--- src/rtl/alu_seq.sv ---
// alu_seq - sequential N-bit ALU used as the execute stage of the multicycle
// datapath. Every operation produces a registered result and flags (v, c, n, z)
// behind a valid/ready handshake.
//
// Operations (control): 000 add, 001 sub, 010 and, 011 or, 100 xor,
// 101 signed set-less-than, 110 unsigned multiply (shift-add, N steps),
// 111 reserved (yields result 0 with z=1).
//
// Ports:
//   clk        rising-edge clock
//   reset      asynchronous, active-high reset
//   in_valid   a/b/control valid this cycle
//   in_ready   block can accept an operation (IDLE only)
//   a, b       N-bit operands
//   control    3-bit operation select
//   out_valid  result and flags valid (DONE)
//   out_ready  consumer accepts the result
//   result     registered N-bit result
//   v, c, n, z registered overflow/carry/negative/zero flags
//
// Optional build macro ALU_STICKY_OVF_EN adds:
//   sticky_clr input, clears v_sticky (a same-cycle overflow write wins)
//   v_sticky   output, set by any result write with v=1

module alu_seq #(
    parameter int N = 32
) (
    input  logic         clk,
    input  logic         reset,
    input  logic         in_valid,
    output logic         in_ready,
    input  logic [N-1:0] a,
    input  logic [N-1:0] b,
    input  logic [2:0]   control,
    output logic         out_valid,
    input  logic         out_ready,
    output logic [N-1:0] result,
    output logic         v,
    output logic         c,
    output logic         n,
    output logic         z
`ifdef ALU_STICKY_OVF_EN
    ,
    input  logic         sticky_clr,
    output logic         v_sticky
`endif
);

    localparam int          CW     = $clog2(N) + 1;
    localparam logic [2:0]  OP_MUL = 3'b110;

    typedef enum logic [1:0] {
        S_IDLE,
        S_MUL,
        S_DONE
    } state_t;

    state_t r_state;
    state_t w_next;

    logic w_accept;
    logic w_mul_last;

    logic [N-1:0]   r_result;
    logic           r_v;
    logic           r_c;
    logic           r_n;
    logic           r_z;
    logic [N-1:0]   r_mcand;
    logic [2*N-1:0] r_prod;
    logic [CW-1:0]  r_cnt;

    logic [N+1:0]   w_alu;
    logic [N:0]     w_psum;
    logic [2*N-1:0] w_prod_nx;

    // Single-cycle operations. Returns {v, c, result}.
    function automatic logic [N+1:0] alu_single(input logic [N-1:0] fa,
                                                input logic [N-1:0] fb,
                                                input logic [2:0]   op);
        logic [N:0]   sum;
        logic [N:0]   diff;
        logic [N-1:0] res;
        logic         fv;
        logic         fc;
        logic         lt;
        sum  = {1'b0, fa} + {1'b0, fb};
        diff = {1'b0, fa} + {1'b0, ~fb} + (N+1)'(1);
        res  = '0;
        fv   = 1'b0;
        fc   = 1'b0;
        // Differing signs decide directly; equal signs cannot overflow the
        // subtraction, so the difference sign is then exact.
        lt   = (fa[N-1] != fb[N-1]) ? fa[N-1] : diff[N-1];
        case (op)
            3'b000: begin
                res = sum[N-1:0];
                fc  = sum[N];
                fv  = (fa[N-1] == fb[N-1]) && (sum[N-1] != fa[N-1]);
            end
            3'b001: begin
                res = diff[N-1:0];
                fc  = diff[N];
                fv  = (fa[N-1] != fb[N-1]) && (diff[N-1] != fa[N-1]);
            end
            3'b010:  res = fa & fb;
            3'b011:  res = fa | fb;
            3'b100:  res = fa ^ fb;
            3'b101:  res = {{(N-1){1'b0}}, lt};
            default: res = '0;
        endcase
        return {fv, fc, res};
    endfunction

    assign w_alu = alu_single(a, b, control);

    // Shift-add step: the low half of r_prod starts as the multiplier and is
    // shifted out LSB-first while the partial sum grows into the high half.
    assign w_psum    = {1'b0, r_prod[2*N-1:N]} + (r_prod[0] ? {1'b0, r_mcand} : '0);
    assign w_prod_nx = {w_psum, r_prod[N-1:1]};

    always_ff @(posedge clk or posedge reset) begin
        if (reset) begin
            r_state <= S_IDLE;
        end else begin
            r_state <= w_next;
        end
    end

    always_comb begin
        w_next     = r_state;
        in_ready   = 1'b0;
        out_valid  = 1'b0;
        w_accept   = 1'b0;
        w_mul_last = 1'b0;
        case (r_state)
            S_IDLE: begin
                in_ready = 1'b1;
                if (in_valid) begin
                    w_accept = 1'b1;
                    w_next   = (control == OP_MUL) ? S_MUL : S_DONE;
                end
            end
            S_MUL: begin
                if (r_cnt == CW'(N - 1)) begin
                    w_mul_last = 1'b1;
                    w_next     = S_DONE;
                end
            end
            S_DONE: begin
                out_valid = 1'b1;
                if (out_ready) begin
                    w_next = S_IDLE;
                end
            end
            default: w_next = S_IDLE;
        endcase
    end

    always_ff @(posedge clk or posedge reset) begin
        if (reset) begin
            r_result <= '0;
            r_v      <= 1'b0;
            r_c      <= 1'b0;
            r_n      <= 1'b0;
            r_z      <= 1'b0;
            r_mcand  <= '0;
            r_prod   <= '0;
            r_cnt    <= '0;
        end else begin
            if (w_accept) begin
                if (control == OP_MUL) begin
                    r_mcand <= a;
                    r_prod  <= {{N{1'b0}}, b};
                    r_cnt   <= '0;
                end else begin
                    r_v      <= w_alu[N+1];
                    r_c      <= w_alu[N];
                    r_result <= w_alu[N-1:0];
                    r_n      <= w_alu[N-1];
                    r_z      <= (w_alu[N-1:0] == '0);
                end
            end
            if (r_state == S_MUL) begin
                r_prod <= w_prod_nx;
                r_cnt  <= r_cnt + CW'(1);
                if (w_mul_last) begin
                    r_result <= w_prod_nx[N-1:0];
                    r_c      <= |w_prod_nx[2*N-1:N];
                    r_v      <= 1'b0;
                    r_n      <= w_prod_nx[N-1];
                    r_z      <= (w_prod_nx[N-1:0] == '0);
                end
            end
        end
    end

    assign result = r_result;
    assign v      = r_v;
    assign c      = r_c;
    assign n      = r_n;
    assign z      = r_z;

`ifdef ALU_STICKY_OVF_EN
    logic r_v_sticky;
    logic w_ovf_wr;

    // Multiply writes always carry v=0, so only single-cycle writes can set it.
    assign w_ovf_wr = w_accept && (control != OP_MUL) && w_alu[N+1];

    always_ff @(posedge clk or posedge reset) begin
        if (reset) begin
            r_v_sticky <= 1'b0;
        end else if (w_ovf_wr) begin
            r_v_sticky <= 1'b1;
        end else if (sticky_clr) begin
            r_v_sticky <= 1'b0;
        end
    end

    assign v_sticky = r_v_sticky;
`endif

endmodule

--- config.mk ---
export PLATFORM = sky130hd
export DESIGN_NAME = alu_seq
export DESIGN_NICKNAME = d
export VERILOG_FILES = /design/src/rtl/alu_seq.sv
export SDC_FILE = /design/constraint.sdc
export NUM_CORES = 1
export LEC_CHECK = 0
export CORE_UTILIZATION = 55
export CTS_CLUSTER_SIZE = 20
export DETAILED_ROUTE_END_ITERATION = 10
export DONT_BUFFER_PORTS = 1
export PLACE_DENSITY = 0.72
export RECOVER_POWER = 25
export SYNTH_ARGS = -nofsm -noshare
export SYNTH_HDL_FRONTEND = slang
export SYNTH_SLANG_ARGS = --single-unit
--- constraint.sdc ---
create_clock -name clk -period 5.3 [get_ports clk]
set_input_delay 0.265 -clock clk [delete_from_list [all_inputs] [get_ports clk]]
set_output_delay 0.265 -clock clk [all_outputs]
set_load 0.02 [all_outputs]
==> impl_metrics.ini <==
[worst_hold_path]
min_from = a[11]
hold_class = in2reg

[floorplanning]
pin_count = 109
start_util_pct = 56.1
die_w_um = 157
fp-row-count = 56
die_height_um = 157
core-area_mm2 = 0.0235
die_area_mm2 = 0.0247

[clock_network]
cts_made_buffers = 17
cts_tree = yes
htree_levels = 4
clock_path_buffers = 2
cts_setup_buffers = 0
clock-sinks = 140
clk_pin_slew_worst_paths_ns = 0.07
clk_latency_ns = 0.44
root_buffer = clkbuf_16

[timing]
finClkSkew_ns = 0.0127
fmax_mhz = 203
setup_viol = 0
period_share_pct = 93.1
worstMarginPinSlew_ns = 3.33
rsz0062_at_grt = no
min_period_ns = 4.93
whs_ns = 0.00633
max_slew_margin_pct = -122
tns_ns = 0
final_max_slew_viol_count = 59
worst_slack_ns = 0.365
hold_viol_final = 0

[layout]
nFillCells = 2234
drive_gt1_share_pct = 5.75
fin_nets = 1922
num_antenna_cells = 0
area_growth_pct = 6.89
fin_util_pct = 60.0
fin_area_mm2 = 0.0141
fin_cells = 2040

[yosys]
yosysTopAreaCell = dfrtp_1
yosys_warnings = 0
syn_nets = 1968
async_flop_share_pct = 100
ys_types = 84
syn_inst = 1754
netlist_area_mm2 = 0.0132
synth.avg_cell_area_um2 = 7.54
ys.flop_type = dfrtp_1
synth.yosys.seq_area_share_pct = 26.5
synth_edf_count = 0
synth_area_leaders = dfrtp_1 27%, ha_1 13%, nor2_1 6.5%
ys_seq_elements = 140
netlist.area_leader.share_pct = 26.5

[power]
vdd_ir_drop_max_mv = 0.279
p_seq_share_pct = 35.9
cellLeakagePower_nw = 6.33
share_comb_of_total_power_pct = 41.6
clock_power_share_pct = 22.5
finalPower_mw = 5.44
powerDensity_mw_per_mm2 = 385
swShare_pct = 44.1
switchingPower_mw = 2.40
p_int_mw = 3.04

[placed_design]
place_inst = 2006
gp_congestion = 1.02
dpl_cell_area_mm2 = 0.0135
io_buffers = 0
dp_slack_ns = -0.0930
hpwl_um = 34300

[worst_setup_path]
startpoint_type = input pin
path_delay_family = simple AND/OR/NAND/NOR gates
cp-startpoint = a[12]
cp_max_fo = 4
critPathBufInv = 1
critPathKind = in2reg
cp.arrival_ns = 5.27
reg2reg_from = r_prod[0]
critPathRequiredTime_ns = 5.64
crit_path_end_kind = flip-flop
crit_slowest_cell = or4_4
crit_top_cell = nor2_1
cpPeakStageDelay_ns = 0.56

[grt]
grt_pass1_wl_um = 71500
grt_max_degree = 97
grt_pass1_vias = 12700
overflow = 0
track_usage_pct = 38.2
antenna_found_initial = 0

[flow_run]
drv_cap = 1

[route]
firstDrtPassIters = 6
finalWirelength_um = 46500
drc_errors = 0
vias = 13300
antenna_left = 0
detail_route.vias_per_cell = 6.54
wire_per_inst_um = 22.8
drt_iter0_drc = 1545

[status]
violations = capacitance limit, slew limit
status = complete, but fails checks
## state kept, by name, summed over array words and instances, names as in the netlist
| name | flops |
|---|---|
| r_prod | 64 |
| r_mcand | 32 |
| result | 32 |
| r_cnt | 6 |
| r_state | 2 |
| c | 1 |
| n | 1 |
| v | 1 |
| z | 1 |
## cell usage after synthesis (all sizes together), types with 4 or more instances
cell,count
a211oi,27
a21bo,4
a21boi,4
a21o,22
a21oi,131
a221oi,18
a311o,5
a311oi,4
a31oi,16
a32oi,6
and2,41
and3,7
buf,19
clkbuf,84
dfrtp,140
fa,4
ha,139
inv,111
mux2i,5
nand2,163
nand2b,19
nand3,62
nand4,24
nor2,230
nor2b,18
nor3,29
nor4,27
o211ai,24
o21a,8
o21ai,150
o21bai,14
o221ai,6
o22ai,42
o311ai,11
o31a,5
o31ai,11
or2,7
or3,10
or4,4
xnor2,28
xor2,16
## routing by layer
metal  track usage, %  routed length (um)
met1             52.8               19800
met4             13.5                1360
met3             10.1                5300
met5                0                   0
met2             57.3               20000
## cells by family (layout without fill, tap and decap cells)
logic type	after synthesis	count (layout)	share of synthesized area, %
DFF	140	140	26.5
xor gates and xnor gates	44	44	2.92
and+or+nand+nor	654	654	23.0
adders and majority gates	143	143	13.8
muxes	8	8	0.634
AOI/OAI and AO/OA	551	551	27.0
buffers and inverters	214	181	6.14
## power by group through the flow
stage / registers, mW / logic [mW] / clock network (mW)
after floorplan: 1.78 / 1.73 / 0
after global placement: 1.95 / 2.16 / 0
after detailed placement: 1.95 / 2.20 / 0
after CTS: 1.94 / 2.22 / 1.23
after global routing: 2.00 / 2.51 / 1.27
final: 1.95 / 2.26 / 1.22
## area by class of cell
type	count	area (um2)	area share (%)
clock buffers	19	443	3.13
clock inverters	13	144	1.02
inverters	111	418	2.96
multi-input cells	1400	8930	63.2
flip-flops and latches	140	3500	24.8
well taps	319	399	2.83
repair buffers	38	287	2.03
## cells in the final DEF, fill, tap and decap left out, types with 25 or more instances in the layout
cell / Yosys / routed
nor2_1: 230 / 229
nand2_1: 163 / 163
dfrtp_1: 140 / 140
o21ai_0: 139 / 139
ha_1: 139 / 139
a21oi_1: 131 / 131
inv_1: 111 / 110
nand3_1: 62 / 61
o22ai_1: 41 / 41
and2_1: 40 / 40
buf_4: 0 / 35
xnor2_1: 28 / 28
nor3_1: 29 / 27
nor4_1: 25 / 25
## final timing paths
check                      slack, ns  cells past startpoint     endpoint
max                             0.37                     26            z
max in group asynchronous       1.39                      3   r_mcand[4]
min in group asynchronous       0.36                      2  r_mcand[26]
min reg2reg                     0.47                      2  r_mcand[19]
min                            0.006                      2  r_mcand[11]
max reg2reg                     0.86                     15            c
## repair_timing
item / in CTS / in global routing
hold endpoints to repair: 15 / 0
resized for setup: 0 / 1
hold buffers: 2 / 0
endpoints found under the setup margin: 0 / 1
No activity file was read; power rests on OpenSTA's default activity.
